File: src/rtl/sample_buffer_pkg.sv
// Shared analyzer constants and the count-width helper used by the
// sample buffer, channel_input and the top level.
package sample_buffer_pkg;

    localparam int DEFAULT_WIDTH = 32;
    localparam int DEFAULT_DEPTH = 16;

    // A count that must reach DEPTH needs one more bit than a pointer.
    function automatic int count_width(input int depth);
        return $clog2(depth) + 1;
    endfunction

endpackage

File: src/rtl/sample_buffer_mem.sv
// DEPTH x WIDTH storage: one write port and a read port whose address is
// registered, so the read data comes straight from the array.
module sample_buffer_mem
    import sample_buffer_pkg::*;
#(
    parameter int WIDTH = DEFAULT_WIDTH,
    parameter int DEPTH = DEFAULT_DEPTH,
    parameter int AW    = $clog2(DEPTH)
) (
    input  logic             i_clk,
    input  logic             i_we,
    input  logic [AW-1:0]    i_waddr,
    input  logic [WIDTH-1:0] i_wdata,
    input  logic [AW-1:0]    i_raddr,
    output logic [WIDTH-1:0] o_rdata
);

    logic [WIDTH-1:0] r_mem [DEPTH];
    logic [AW-1:0]    r_raddr;

    // Write port and read-address register.
    // NOTE: the array has no reset; stale contents are harmless because the
    // pointers and count decide what is valid, and a reset would prevent RAM
    // inference.
    always_ff @(posedge i_clk) begin
        // NOTE: non-blocking assignments keep every flop sampling the
        // pre-edge values, independent of statement order.
        if (i_we) begin
            r_mem[i_waddr] <= i_wdata;
        end
        r_raddr <= i_raddr;
    end

    assign o_rdata = r_mem[r_raddr];

endmodule

File: src/rtl/sample_buffer.sv
// First-word fall-through sample FIFO. Pointer, count and flag state lives
// here; storage is in sample_buffer_mem. Every output comes from a register
// or from the array, so strobes never reach outputs combinationally.
module sample_buffer
    import sample_buffer_pkg::*;
#(
    parameter int WIDTH = DEFAULT_WIDTH,
    parameter int DEPTH = DEFAULT_DEPTH
) (
    input  logic                          i_clk,
    input  logic                          i_rst,
    input  logic                          i_clear,
    input  logic                          i_save,
    input  logic [WIDTH-1:0]              i_data,
    input  logic                          i_read,
    output logic [WIDTH-1:0]              o_data,
    output logic                          o_available,
    output logic                          o_full,
    output logic                          o_overflow,
    output logic [count_width(DEPTH)-1:0] o_count
);

    localparam int AW = $clog2(DEPTH);
    localparam int CW = count_width(DEPTH);
    localparam logic [CW-1:0] FULL_COUNT = CW'(DEPTH);

    logic [AW-1:0] r_wr_ptr;
    logic [AW-1:0] r_rd_ptr;
    logic [CW-1:0] r_count;
    logic          r_available;
    logic          r_full;
    logic          r_overflow;

    logic [AW-1:0] w_wr_ptr_next;
    logic [AW-1:0] w_rd_ptr_next;
    logic [CW-1:0] w_count_next;
    logic          w_overflow_next;
    logic          w_pop;
    logic          w_push;
    logic          w_drop;
    logic          w_we;
    logic [AW-1:0] w_raddr;

    // A pop needs data; a write when full is accepted only alongside a pop.
    assign w_pop  = i_read && r_available;
    assign w_push = i_save && (!r_full || w_pop);
    assign w_drop = i_save && r_full && !w_pop;
    assign w_we   = w_push && !i_clear && !i_rst;

    // Next pointer/count/overflow state; clear overrides any strobe.
    always_comb begin
        // NOTE: every output gets a default first so no path leaves it
        // unassigned, which would otherwise infer a latch.
        w_wr_ptr_next   = r_wr_ptr;
        w_rd_ptr_next   = r_rd_ptr;
        w_count_next    = r_count;
        w_overflow_next = r_overflow;
        if (i_clear) begin
            w_wr_ptr_next   = '0;
            w_rd_ptr_next   = '0;
            w_count_next    = '0;
            w_overflow_next = 1'b0;
        end else begin
            if (w_push) w_wr_ptr_next = r_wr_ptr + AW'(1);
            if (w_pop)  w_rd_ptr_next = r_rd_ptr + AW'(1);
            case ({w_push, w_pop})
                2'b10:   w_count_next = r_count + CW'(1);
                2'b01:   w_count_next = r_count - CW'(1);
                default: w_count_next = r_count;
            endcase
            if (w_drop) w_overflow_next = 1'b1;
        end
    end

    // State registers with synchronous reset; flags are registered decodes
    // of the next count.
    always_ff @(posedge i_clk) begin
        if (i_rst) begin
            r_wr_ptr    <= '0;
            r_rd_ptr    <= '0;
            r_count     <= '0;
            r_available <= 1'b0;
            r_full      <= 1'b0;
            r_overflow  <= 1'b0;
        end else begin
            r_wr_ptr    <= w_wr_ptr_next;
            r_rd_ptr    <= w_rd_ptr_next;
            r_count     <= w_count_next;
            r_available <= (w_count_next != '0);
            r_full      <= (w_count_next == FULL_COUNT);
            r_overflow  <= w_overflow_next;
        end
    end

    // The read address tracks the next head so o_data is the head word one
    // cycle after any write into empty or any pop.
    assign w_raddr = i_rst ? '0 : w_rd_ptr_next;

    sample_buffer_mem #(
        .WIDTH (WIDTH),
        .DEPTH (DEPTH),
        .AW    (AW)
    ) u_mem (
        .i_clk   (i_clk),
        .i_we    (w_we),
        .i_waddr (r_wr_ptr),
        .i_wdata (i_data),
        .i_raddr (w_raddr),
        .o_rdata (o_data)
    );

    assign o_available = r_available;
    assign o_full      = r_full;
    assign o_overflow  = r_overflow;
    assign o_count     = r_count;

endmodule

File: config.mk
export PLATFORM = sky130hd
export DESIGN_NAME = sample_buffer
export DESIGN_NICKNAME = d
export VERILOG_FILES = /design/src/rtl/sample_buffer_pkg.sv /design/src/rtl/sample_buffer_mem.sv /design/src/rtl/sample_buffer.sv
export SDC_FILE = /design/constraint.sdc
export NUM_CORES = 1
export LEC_CHECK = 0
export CAP_MARGIN = 30
export CORE_ASPECT_RATIO = 1.2
export CORE_MARGIN = 10
export CORE_UTILIZATION = 35
export CTS_BUF_LIST = sky130_fd_sc_hd__clkbuf_8
export DETAILED_ROUTE_END_ITERATION = 10
export MAX_ROUTING_LAYER = met4
export PLACE_DENSITY = 0.62
export SLEW_MARGIN = 20
export SYNTH_ARGS = -nofsm -noshare
export SYNTH_HDL_FRONTEND = slang
export SYNTH_HIERARCHICAL = 1
export SYNTH_SLANG_ARGS = --single-unit
File: constraint.sdc
create_clock -name i_clk -period 9 [get_ports i_clk]
set_input_delay 1.8 -clock i_clk [delete_from_list [all_inputs] [get_ports i_clk]]
set_output_delay 1.8 -clock i_clk [all_outputs]
set_load 0.05 [all_outputs]
### After elaboration in Yosys (flattened, before gate mapping)

Memory sizes are Yosys's and may differ from the RTL's. A register that Yosys moved wholly into a read port is not among the register bits.
Cells that the tools add are included.

| cells by class | value |
|---|---|
| reduce and logical (&&, ||, !) cells | 13 |
| multiplexer cells | 6 |
| add/subtract/negate cells | 4 |
| equality and inequality tests | 3 |

Operators by type and width:

| cell | number |
|---|---|
| $pmux W5 S2 | 1 |
| $add A4 B1 Y4 const B | 2 |
| $mux W4 | 2 |
| $logic_and A1 B1 Y1 | 6 |
| $add A5 B1 Y5 const B | 1 |
| $eq A5 B5 Y1 const B | 1 |
| $mux W5 | 1 |
| $reduce_bool A5 Y1 | 1 |
| $sub A5 B1 Y5 const B | 1 |
| $logic_not A1 Y1 | 4 |
| $eq A2 B1 Y1 const B | 1 |
| $eq A2 B2 Y1 const B | 1 |
| $mux W1 | 2 |
| $reduce_or A2 Y1 | 1 |
| $logic_or A1 B1 Y1 | 1 |

| word-level totals | value |
|---|---|
| logic and storage cells | 33 |
| register bits | 16 |
| bits in writable memories | 512 |
| output and inout port bits | 40 |
| input bits | 37 |
| memories kept | 1 |

Memory list:

| name | depth | bits a word | rd ports | clocked after memory_dff | write ports | RTL line | text |
|---|---|---|---|---|---|---|---|
| u_mem.r_mem | 16 | 32 | 1 | 1 | 1 | sample_buffer_mem.sv:18 | `logic [WIDTH-1:0] r_mem [DEPTH];` |

### Depth between registers and ports, before layout

| logic depth | value |
|---|---|
| depth in word-level cells | 7 |
| gate-level depth with buffers | 12 |
| depth with buffers taken out | 11 |

### Hierarchy

The synthesis kept the hierarchy.

Modules (own cells, without submodules):

| module | instances | area an instance (sq um) | cells each | seq. area each (sq um) |
|---|---|---|---|---|
| sample_buffer_mem | 1 | 19293.5 | 810 | 15454.8 |
| sample_buffer | 1 | 823.3 | 90 | 320.3 |

### Worst setup path before layout

OpenSTA, ideal clock, no wires.

| timing path | value |
|---|---|
| path type | input port to flip-flop |
| from | input port i_clear |
| to | memory u_mem/r_mem[0][0] (netlist bit), enable pin |
| cell stages on the path | 6 |
| slack | 3.200 ns |
| data required time | 8.539 ns |
| library setup time | 0.461 ns |
| arrival | 5.339 ns |
| path buffers | 2 |
| path through | or2_2 > clkbuf_1 > clkbuf_1 > nor2_1 > or3b_2 > nor3_1 |

| between the ends | value |
|---|---|
| longest elaborated chain between the ends | 5 |

RTL lines:

| what | RTL line | text |
|---|---|---|
| start, declared | sample_buffer.sv:12 | `input logic i_clear,` |
| $logic_not A1 Y1 | sample_buffer.sv:48 | `assign w_we = w_push && !i_clear && !i_rst;` |
| $logic_and A1 B1 Y1 (2 in series) | sample_buffer.sv:48 |  |
| named net w_we | sample_buffer.sv:41 | `logic w_we;` |
| $mux W1 | sample_buffer_mem.sv:28 | `if (i_we) begin` |
| $mux W1 (implied by the code) | sample_buffer_mem.sv:29 | `r_mem[i_waddr] <= i_wdata;` |
| end, declared | sample_buffer_mem.sv:18 |  |

The timed path passes the listed nets, and every way through them passes these cells.

==> impl_metrics.toml <==
[routing]
routed_wl_um = 44700
drc = 0
drt_iter0_markers = 600
post_drt_wl_per_cell_um = 24.5
vias_per_cell = 5.21
num_vias = 9510
ant_nets = 0
dr.pass1.iters = 4

[synth]
syn_nets = 942
ys_ff_latch = 532
yosys_warnings = 6
yosysSeqAreaShare_pct = 78.4
syn_area_um2 = 20100
syn_inst = 900
syn_area_per_cell_um2 = 22.4
yosysUniqueCellTypes = 39

[clock_tree]
cts_resized = 0
cts_sinks = 532
cts_tree = "yes"
clock-root-buffer = "clkbuf_8"
hold_buffers = 0
clk_pin_slew_ns = 0.06
cts_made_buffers = 78
htreeDepth = 3
insertion_delay_ns = 0.64
cts_buffer_depth = 3
cts_setup_buffers = 0

[timing]
fin_tns_setup_ns = 0
slew_violations = 0
setup_violations = 0
hold_viol = 0
fmax_ghz = 0.186
max_slew_margin_pct = 45.5
post-route-period-util_pct = 59.9
worst_pin_slew_ns = 0.814
post-route-min-period_ns = 5.39
rsz0062_at_grt = "no"
fin_skew_ns = 0.0195

[die]
io-pin-count = 77
rows = 96
die_y_um = 283
die_w_um = 239
core_area_um2 = 57100
dieArea_um2 = 67500
start_util_pct = 35.3

[power_and_ir_drop]
p_total_mw = 4.58
max-vdd-ir-drop_v = 0.000120
p_per_area_nw_per_um2 = 197
p_leak_nw = 7.13

[setup_path]
critPathArrivalTime_ns = 3.59
crit_fanout = 34
worstSetupPathType = "reg2out"
cp_data_required_time_ns = 7.20
r2r-start = "o_available"
rrSetupSlack_ns = 5.77
reg2reg_to = "u_mem/r_mem[4][6]"
endpoint = "o_data[19]"
setup.worst_path.start_class = "flip-flop"
r2r_cells = 7
crit_chain = "buf_4 -> mux4_2 -> a22oi_1 -> nand2_1 -> clkdlybuf4s50_1"
worstSetupEndpointType = "output port"
max_stage_delay_ns = 0.73
slowest_stage = "clkdlybuf4s50_1"

[finish]
fill_cells = 4893
area_delta_synth_final_pct = 15.6
multi_input_area_um2 = 4210
drive_above_1_share_pct = 24.9
fin_util_pct = 40.8
fin_cells = 1827
regArea_um2 = 15800
fin_nets = 1074

[global_route]
grt_usage_pct = 13.7
grt_max_degree = 51
grt_pass1_vias = 10300
grt_pass1_wl_um = 66200
antenna_found_initial = 3
grt-ovfl-total = 0

[worst_hold_path]
hold_class = "reg2reg"

[flow_run]
cap_violations = 0

[outcome]
status = "finished, final reports clean"

[placed_design]
numPlacedInstances = 1687
dpl.hpwl_um = 22100
gp_congestion = 0.699
portBuffers = 76
routing by layer:
layer	vias to the layer above	track usage, %	routed length, µm
li1	4065	-	-
met1	5135	16.6	18600
met2	256	23.0	23000
met3	54	2.81	2360
met4	0	4.18	789
met5	-	-	0
synthesized netlist by cell type:
cell / number / area share (%)
dfxtp_1: 20 / 2.0
nor3b_1: 1 / 0.037
nor2_1: 28 / 0.52
inv_1: 2 / 0.037
a21oi_1: 5 / 0.12
nand4_1: 2 / 0.062
nor3_1: 5 / 0.12
or3b_2: 1 / 0.044
or2_2: 1 / 0.031
mux4_2: 128 / 14
a211o_1: 1 / 0.044
a21oi_4: 1 / 0.081
nand3_1: 2 / 0.050
buf_1: 9 / 0.17
a211oi_2: 1 / 0.062
xor2_1: 7 / 0.30
o21ai_1: 1 / 0.025
nand2_1: 41 / 0.77
o221ai_1: 1 / 0.044
a21boi_1: 1 / 0.037
xnor2_1: 3 / 0.13
and4bb_1: 1 / 0.062
a31oi_1: 3 / 0.093
clkbuf_1: 19 / 0.35
buf_6: 4 / 0.22
nor2b_1: 3 / 0.093
and2b_1: 1 / 0.037
nand2b_1: 2 / 0.062
mux2i_1: 1 / 0.050
ha_1: 5 / 0.31
buf_2: 6 / 0.15
and2_1: 1 / 0.031
a22oi_1: 64 / 2.4
nand3b_1: 2 / 0.075
o21a_1: 1 / 0.037
edfxtp_1: 512 / 76
nor3_2: 2 / 0.10
buf_4: 11 / 0.41
xor2_2: 1 / 0.081
report_power, final:
group / leakage, nW / switching (mW) / internal, mW / total (mW)
Clock: 0.821 / 0.862 / 0.860 / 1.72
Combinational: 1.54 / 0.0828 / 0.0500 / 0.133
Sequential: 4.77 / 0.00483 / 2.72 / 2.72
Total: 7.13 / 0.949 / 3.63 / 4.58
flip-flops by register name, summed over array words and instances (netlist names), named ones only:
name and count:
o_full 1, o_available 1, o_count 5, u_mem/r_mem 512
r_wr_ptr 4, r_rd_ptr 4, o_overflow 1
how the worst min path moves through the flow:
| stage | start | endpoint | slack (ns) | cells past startpoint |
|---|---|---|---|---|
| global route | r_rd_ptr[1] | r_rd_ptr[1] | 0.56 | 2 |
| global placement | o_overflow | o_overflow | 0.48 | 2 |
| CTS | o_overflow | o_overflow | 0.50 | 2 |
| finish | o_overflow | o_overflow | 0.50 | 2 |
| floorplan | r_rd_ptr[1] | r_rd_ptr[1] | 0.47 | 2 |
| detailed placement | o_overflow | o_overflow | 0.48 | 2 |
final cells by class:
class	count	share of cell area [%]
multi-input combinational	317	18.1
sequential	532	67.8
tap	735	3.95
inverter	2	0.0323
clock inverter	56	1.10
antenna	3	0.0323
timing repair buffer	101	4.16
clock buffer	81	4.79
worst max-delay path, delay by kind of cell (launching register included):
kind / cells / cell delay (ns)
buffers and inverters: 2 / 1.38
flip-flops: 1 / 0.59
multiplexers: 1 / 0.59
AO/OA/AOI/OAI: 1 / 0.23
AND/OR/NAND/NOR: 1 / 0.14
through the flow:
step,worst slack [ns],hold WS (ns),instance area [µm²]
final,3.61,0.501,23300
after detailed placement,3.79,0.480,21900
after global routing,3.33,0.558,23300
after floorplan,3.20,0.468,20100
after CTS,3.45,0.498,23300
after global placement,3.90,0.481,21900
cells by family (layout without fill, tap and decap cells):
logic type | Yosys count | after routing | synth area share [%]
AOI/OAI and AO/OA | 79 | 79 | 2.94
xor gates and xnor gates | 11 | 11 | 0.516
adders and majority gates | 5 | 5 | 0.311
buffers and inverters | 51 | 240 | 1.34
DFF | 532 | 532 | 78.4
muxes | 129 | 129 | 14.4
other | 0 | 3 | 0
and+or+nand+nor | 93 | 93 | 2.10
layout by cell type, fill, tap and decap left out, drive strengths merged, types with 5 or more instances in the layout:
master / instances
a21oi: 6
a22oi: 64
buf: 25
clkbuf: 81
clkdlybuf4s50: 76
clkinv: 19
dfxtp: 20
edfxtp: 512
ha: 5
inv: 37
mux4: 128
nand2: 41
nor2: 28
nor3: 7
xor2: 8
(Power assumes the default switching activity.)
